`src/rtl/i2s_tdm_pkg.sv`:
```
// Shared types and constants for the DSP/TDM transmit slot scheduler.
package i2s_tdm_pkg;

  localparam int WORD_W    = 32;
  localparam int MAX_SLOTS = 16;

  typedef enum logic [1:0] {
    ST_IDLE,
    ST_ARM,
    ST_RUN,
    ST_DRAIN
  } state_t;

  typedef struct packed {
    logic [4:0]           num_bits;
    logic [3:0]           num_words;
    logic [MAX_SLOTS-1:0] slot_mask;
  } cfg_t;

endpackage

```
`src/rtl/i2s_tdm_shifter.sv`:
```
// Loadable left-shifting word register; serial output taken from a variable MSB position.
module i2s_tdm_shifter
  import i2s_tdm_pkg::*;
(
  input  logic              sck,
  input  logic              rstn,
  input  logic              load,
  input  logic              zero,
  input  logic              shift,
  input  logic [WORD_W-1:0] data,
  input  logic [4:0]        tap,
  output logic              sd
);

  logic [WORD_W-1:0] sreg;

  // zero wins over load so an empty or masked fetch can never leak stale data
  always_ff @(posedge sck or negedge rstn) begin
    if (!rstn) begin
      sreg <= '0;
    end else if (zero) begin
      sreg <= '0;
    end else if (load) begin
      sreg <= data;
    end else if (shift) begin
      sreg <= {sreg[WORD_W-2:0], 1'b0};
    end
  end

  assign sd = sreg[tap];

endmodule

```
`src/rtl/i2s_tdm_slot_sched.sv`:
```
// TDM frame/slot scheduler and serializer. Optional saturating error counters
// are built when I2S_TDM_ERR_CNT_EN is defined.
module i2s_tdm_slot_sched
  import i2s_tdm_pkg::*;
(
  input  logic                 sck_i,
  input  logic                 rstn_i,
  input  logic                 cfg_en_i,
  input  logic [4:0]           cfg_num_bits_i,
  input  logic [3:0]           cfg_num_words_i,
  input  logic [MAX_SLOTS-1:0] cfg_slot_mask_i,
  input  logic                 ws_i,
  input  logic [WORD_W-1:0]    tx_data_i,
  input  logic                 tx_empty_i,
  output logic                 tx_pop_o,
  output logic                 ws_en_o,
  output logic                 sd_o,
  output logic                 active_o,
  output logic [3:0]           slot_idx_o,
  output logic [4:0]           bit_idx_o,
  output logic                 frame_start_o,
  output logic                 underrun_o,
  output logic                 frame_err_o,
  output logic [7:0]           underrun_cnt_o,
  output logic [7:0]           frame_err_cnt_o
);

  state_t     state_reg, state_next;
  cfg_t       cfg_reg;
  logic [4:0] bit_reg, bit_next;
  logic [3:0] slot_reg, slot_next;
  logic [3:0] fetch_slot;
  logic       latch_cfg, fetch, advance, resync, frame_err;
  logic       last_bit, last_cycle, slot_en, zero;

  assign last_bit   = (bit_reg == cfg_reg.num_bits);
  assign last_cycle = last_bit && (slot_reg == cfg_reg.num_words);

  always_comb begin
    state_next = state_reg;
    latch_cfg  = 1'b0;
    fetch      = 1'b0;
    fetch_slot = '0;
    advance    = 1'b0;
    resync     = 1'b0;
    frame_err  = 1'b0;
    case (state_reg)
      ST_IDLE: begin
        if (cfg_en_i) begin
          state_next = ST_ARM;
          latch_cfg  = 1'b1;
        end
      end
      ST_ARM: begin
        if (!cfg_en_i) begin
          state_next = ST_IDLE;
        end else if (ws_i) begin
          state_next = ST_RUN;
          fetch      = 1'b1;
        end
      end
      ST_RUN: begin
        advance = 1'b1;
        if (!cfg_en_i) state_next = ST_DRAIN;
        if (ws_i && !last_cycle) begin
          frame_err = 1'b1;
          resync    = 1'b1;
          fetch     = 1'b1;
        end else if (last_bit) begin
          fetch      = 1'b1;
          fetch_slot = last_cycle ? 4'd0 : slot_reg + 4'd1;
        end
      end
      ST_DRAIN: begin
        // the frame in flight completes; nothing is fetched for the next one
        advance = 1'b1;
        if (ws_i && !last_cycle) frame_err = 1'b1;
        if (last_cycle) begin
          state_next = ST_IDLE;
        end else if (last_bit) begin
          fetch      = 1'b1;
          fetch_slot = slot_reg + 4'd1;
        end
      end
      default: state_next = ST_IDLE;
    endcase
  end

  always_comb begin
    bit_next  = '0;
    slot_next = '0;
    if (advance && !resync) begin
      if (last_bit) begin
        slot_next = (slot_reg == cfg_reg.num_words) ? 4'd0 : slot_reg + 4'd1;
      end else begin
        bit_next  = bit_reg + 5'd1;
        slot_next = slot_reg;
      end
    end
  end

  always_ff @(posedge sck_i or negedge rstn_i) begin
    if (!rstn_i) begin
      state_reg <= ST_IDLE;
      cfg_reg   <= '0;
      bit_reg   <= '0;
      slot_reg  <= '0;
    end else begin
      state_reg <= state_next;
      bit_reg   <= bit_next;
      slot_reg  <= slot_next;
      if (latch_cfg) cfg_reg <= {cfg_num_bits_i, cfg_num_words_i, cfg_slot_mask_i};
    end
  end

  assign slot_en     = cfg_reg.slot_mask[fetch_slot];
  assign tx_pop_o    = fetch && slot_en && !tx_empty_i;
  assign underrun_o  = fetch && slot_en && tx_empty_i;
  assign frame_err_o = frame_err;
  assign zero        = (fetch && !tx_pop_o) || (state_reg == ST_DRAIN && last_cycle);

  assign active_o      = (state_reg != ST_IDLE);
  assign ws_en_o       = (state_reg != ST_IDLE);
  assign slot_idx_o    = slot_reg;
  assign bit_idx_o     = bit_reg;
  assign frame_start_o = (state_reg == ST_RUN || state_reg == ST_DRAIN) &&
                         (bit_reg == 5'd0) && (slot_reg == 4'd0);

  i2s_tdm_shifter u_shifter (
    .sck   (sck_i),
    .rstn  (rstn_i),
    .load  (tx_pop_o),
    .zero  (zero),
    .shift (advance),
    .data  (tx_data_i),
    .tap   (cfg_reg.num_bits),
    .sd    (sd_o)
  );

`ifdef I2S_TDM_ERR_CNT_EN
  logic [7:0] und_cnt_reg, ferr_cnt_reg;

  always_ff @(posedge sck_i or negedge rstn_i) begin
    if (!rstn_i) begin
      und_cnt_reg  <= '0;
      ferr_cnt_reg <= '0;
    end else if (latch_cfg) begin
      und_cnt_reg  <= '0;
      ferr_cnt_reg <= '0;
    end else begin
      if (underrun_o && und_cnt_reg != 8'hFF) und_cnt_reg <= und_cnt_reg + 8'd1;
      if (frame_err && ferr_cnt_reg != 8'hFF) ferr_cnt_reg <= ferr_cnt_reg + 8'd1;
    end
  end

  assign underrun_cnt_o  = und_cnt_reg;
  assign frame_err_cnt_o = ferr_cnt_reg;
`else
  assign underrun_cnt_o  = 8'd0;
  assign frame_err_cnt_o = 8'd0;
`endif

endmodule

```
`config.mk`:
```
export PLATFORM = sky130hd
export DESIGN_NAME = i2s_tdm_slot_sched
export DESIGN_NICKNAME = d
export VERILOG_FILES = /design/src/rtl/i2s_tdm_pkg.sv /design/src/rtl/i2s_tdm_shifter.sv /design/src/rtl/i2s_tdm_slot_sched.sv
export SDC_FILE = /design/constraint.sdc
export NUM_CORES = 1
export LEC_CHECK = 0
export ABC_AREA = 0
export BUFFER_PORTS_ARGS = -buffer_cell sky130_fd_sc_hd__buf_2
export CORE_MARGIN = 10
export CORE_UTILIZATION = 54
export DETAILED_ROUTE_END_ITERATION = 7
export GPL_TIMING_DRIVEN = 0
export HOLD_SLACK_MARGIN = 0.05
export PLACE_DENSITY = 0.91
export SYNTH_ARGS = -nofsm -noshare
export SYNTH_HDL_FRONTEND = slang
export SYNTH_HIERARCHICAL = 1
export SYNTH_SLANG_ARGS = --single-unit
```
`constraint.sdc`:
```
create_clock -name sck_i -period 4.1 [get_ports sck_i]
set_input_delay 1.025 -clock sck_i [delete_from_list [all_inputs] [get_ports sck_i]]
set_output_delay 1.025 -clock sck_i [all_outputs]
set_load 0.01 [all_outputs]
```
==> run metrics <==
Core Rows 30; Top Ports 94; post-route cell area 4680 sq um; vias 3208; Slew Limit Fails 0; final setup fails 0; Worst Setup Slack, final 0.119 ns; Final Power 0.00320 W; Synth Area in Compound Gates 8.07%; async set-reset flop share out of synthesis 100%; minimum clock period 3.98 ns; first drt pass iteration count 5; nets@finish 550; Remaining DRCs 0; main combinational cell family by area after synthesis multiplexers; Arrival @ worst endpoint 2.96 ns; Post-CTS Hold Fix Bufs 0; CP Max Fanout 9; Setup Buffers After CTS 0; vias in the first global route 3188; Int Power 0.00198 W; # Max-Cap Violations 0; CP max stage cell mux4_1; max FFs per register 32; TritonCTS clock tree done; EDFF count, synth 0; part of the Yosys area used for sequential elements 43.9%; Critical Path RT 3.07 ns; CP Capture Type output pin; CTS sink count 68; chip height 105 um; Worst-path clk slew 0.08 ns; first-pass GRT wire length 16100 um; max_slew headroom 43.6%; gr usage total 18.0%; I/O Buffers 77; Wirelength per Cell 17.2 um; Tightest Hold Check Type reg2reg; Placed Area 4440 sq um; final-layout fill cell count 523; cell-by-cell trace of the critical path clkbuf_4 -> inv_1 -> ha_1 -> buf_6 -> mux4_1 -> mux2_2 -> or3_1 -> and4_1 -> buf_2; synthesized-area fraction occupied by adder cells 1.29%; grt met2 use 30.0%; initial antenna violation count 0; Post-synth top flop dfrtp_1; delay-heaviest family, CP multiplexers; post-CTS resize count 0; Clock Latency Late Sink 0.36 ns; Synth Register Bits 68; CTS max path bufs 2; Hold Vio Cnt, Final 0; run status completed; GRT overflow 0; largest net degree at the start of global routing 69; Worst Max-Slew Pin Slew 0.846 ns; RSZ-0062 raised after global routing false; n_diodes 0; critical path type reg2out; Initial Util 56.4%; Max Fclk 0.251 GHz; number of buffers created by CTS 9; Mapped Cells 381; Yosys cell types 42; part of the power in registers 36.0%; post-synthesis xor/xnor area fraction 3.17%; post-route setup TNS 0 ns; GR met1 Demand/Resource 21.3%; P_sw 0.00122 W; Worst Path Buf+Inv 4; Combinational Power Share 43.7%; die width 105 um; Synth Area in Simple Gates 13.2%; peak supply drop 0.315 mV; Place WS 0.453 ns; multiplexer area fraction after synthesis 23.2%; cell total after placement 569; Routability Congestion 0.865; Avg Cell Area, Syn 10.2 sq um; synth warn 6; Largest stage delay, worst path 0.54 ns; crit path launch type register; vias per cell 5.48; Static Leak 2.50 nW; Net Sw Frac 38.2%; Cell Area, Synth 3870 sq um; PD cells 685 nW/um^2; Area Growth Syn to Fin 20.7%; met3 Resource Use GR 5.16%; Routed Antenna Nets 0; Clock Skews 0.0109 ns; core area 6870 sq um; die area 11000 sq um; proportion of layout cells with a drive suffix above 1 30.7%; CTS root buf clkbuf_8; final cell count without fillers 585; global route hottest layer met2; Post-DP HPWL 7150 um; clock group share of total power 20.3%; fin crit share 97.1%; CTS H-tree lvls 3; Total Wirelength 10100 um; initial drt markers 288
## cell usage after synthesis, types with 3 or more instances
master / number / area share, %
buf_1: 3 / 0.29
and2_1: 3 / 0.48
a21oi_1: 36 / 4.7
clkbuf_1: 10 / 0.97
o21ai_0: 6 / 0.78
inv_1: 5 / 0.48
mux4_1: 4 / 2.7
nor2_1: 72 / 7.0
mux2_2: 27 / 7.8
buf_4: 17 / 3.3
nor2b_1: 3 / 0.48
xnor2_1: 5 / 1.1
buf_2: 7 / 0.90
xor2_1: 9 / 2.0
ha_1: 4 / 1.3
a22oi_1: 4 / 0.78
nand3_1: 6 / 0.78
mux2i_1: 49 / 13
dfrtp_1: 68 / 44
nand2_1: 16 / 1.6
## routing by layer
metal / up-vias / share of wire [%]
li1: 1492 / -
met3: 22 / 7.7
met2: 146 / 49
met1: 1548 / 41
met5: - / 0
met4: 0 / 2.3
## cell usage in the layout, fill, tap and decap left out, types with 9 or more instances in the layout
cell type / count
clkbuf_8: 12
mux2_2: 27
dfrtp_1: 68
buf_2: 82
nor2_1: 72
xor2_1: 9
conb_1: 16
nand2_1: 16
clkbuf_1: 11
a21oi_1: 36
mux2i_1: 49
buf_4: 18
## cells by family (layout without fill, tap and decap cells)
kind of cell / after synthesis / count (layout)
xor gates and xnor gates: 14 / 14
other: 1 / 16
AOI/OAI and AO/OA: 54 / 54
muxes: 80 / 80
DFF: 68 / 68
adders and majority gates: 4 / 4
and+or+nand+nor: 115 / 115
buffers and inverters: 45 / 138
## stage by stage
step	utilization, %	hold slack (ns)
global route	68.1	0.528
detailed placement	64.6	0.494
floorplan	-	0.472
CTS	68.1	0.510
finish	68.1	0.506
global placement	64.6	0.483
## final timing paths
path                                     from                 end  slack (ns)  cells after the start
worst max-delay path            slot_idx_o[0]          underrun_o        0.12                      9
worst min-delay path              cfg_reg[15]         cfg_reg[15]        0.51                      1
worst max register to register  slot_idx_o[0]  u_shifter/sreg[28]        0.66                     13
worst min register to register    cfg_reg[15]         cfg_reg[15]        0.51                      1
max in group asynchronous              rstn_i  u_shifter/sreg[10]        2.78                      1
min in group asynchronous              rstn_i          cfg_reg[0]        0.78                      1
## power by group through the flow
stage	combinational, W	sequential, W	clock, W
floorplan	0.00105	0.00109	0
global placement	0.00130	0.00113	0
detailed placement	0.00136	0.00115	0
CTS	0.00139	0.00115	0.000652
global route	0.00152	0.00119	0.000683
finish	0.00140	0.00115	0.000649
## cell type report
| type | instances | area (sq um) | area share, % |
|---|---|---|---|
| multi-input cells | 283 | 1960 | 41.8 |
| well taps | 96 | 120 | 2.57 |
| clock buffers | 13 | 169 | 3.61 |
| inverters | 5 | 18.8 | 0.401 |
| clock inverters | 3 | 67.6 | 1.44 |
| plain buffers | 40 | 256 | 5.48 |
| flip-flops and latches | 68 | 1700 | 36.4 |
| repair buffers | 77 | 388 | 8.29 |
Note: power is estimated with default switching activity, not from simulation.
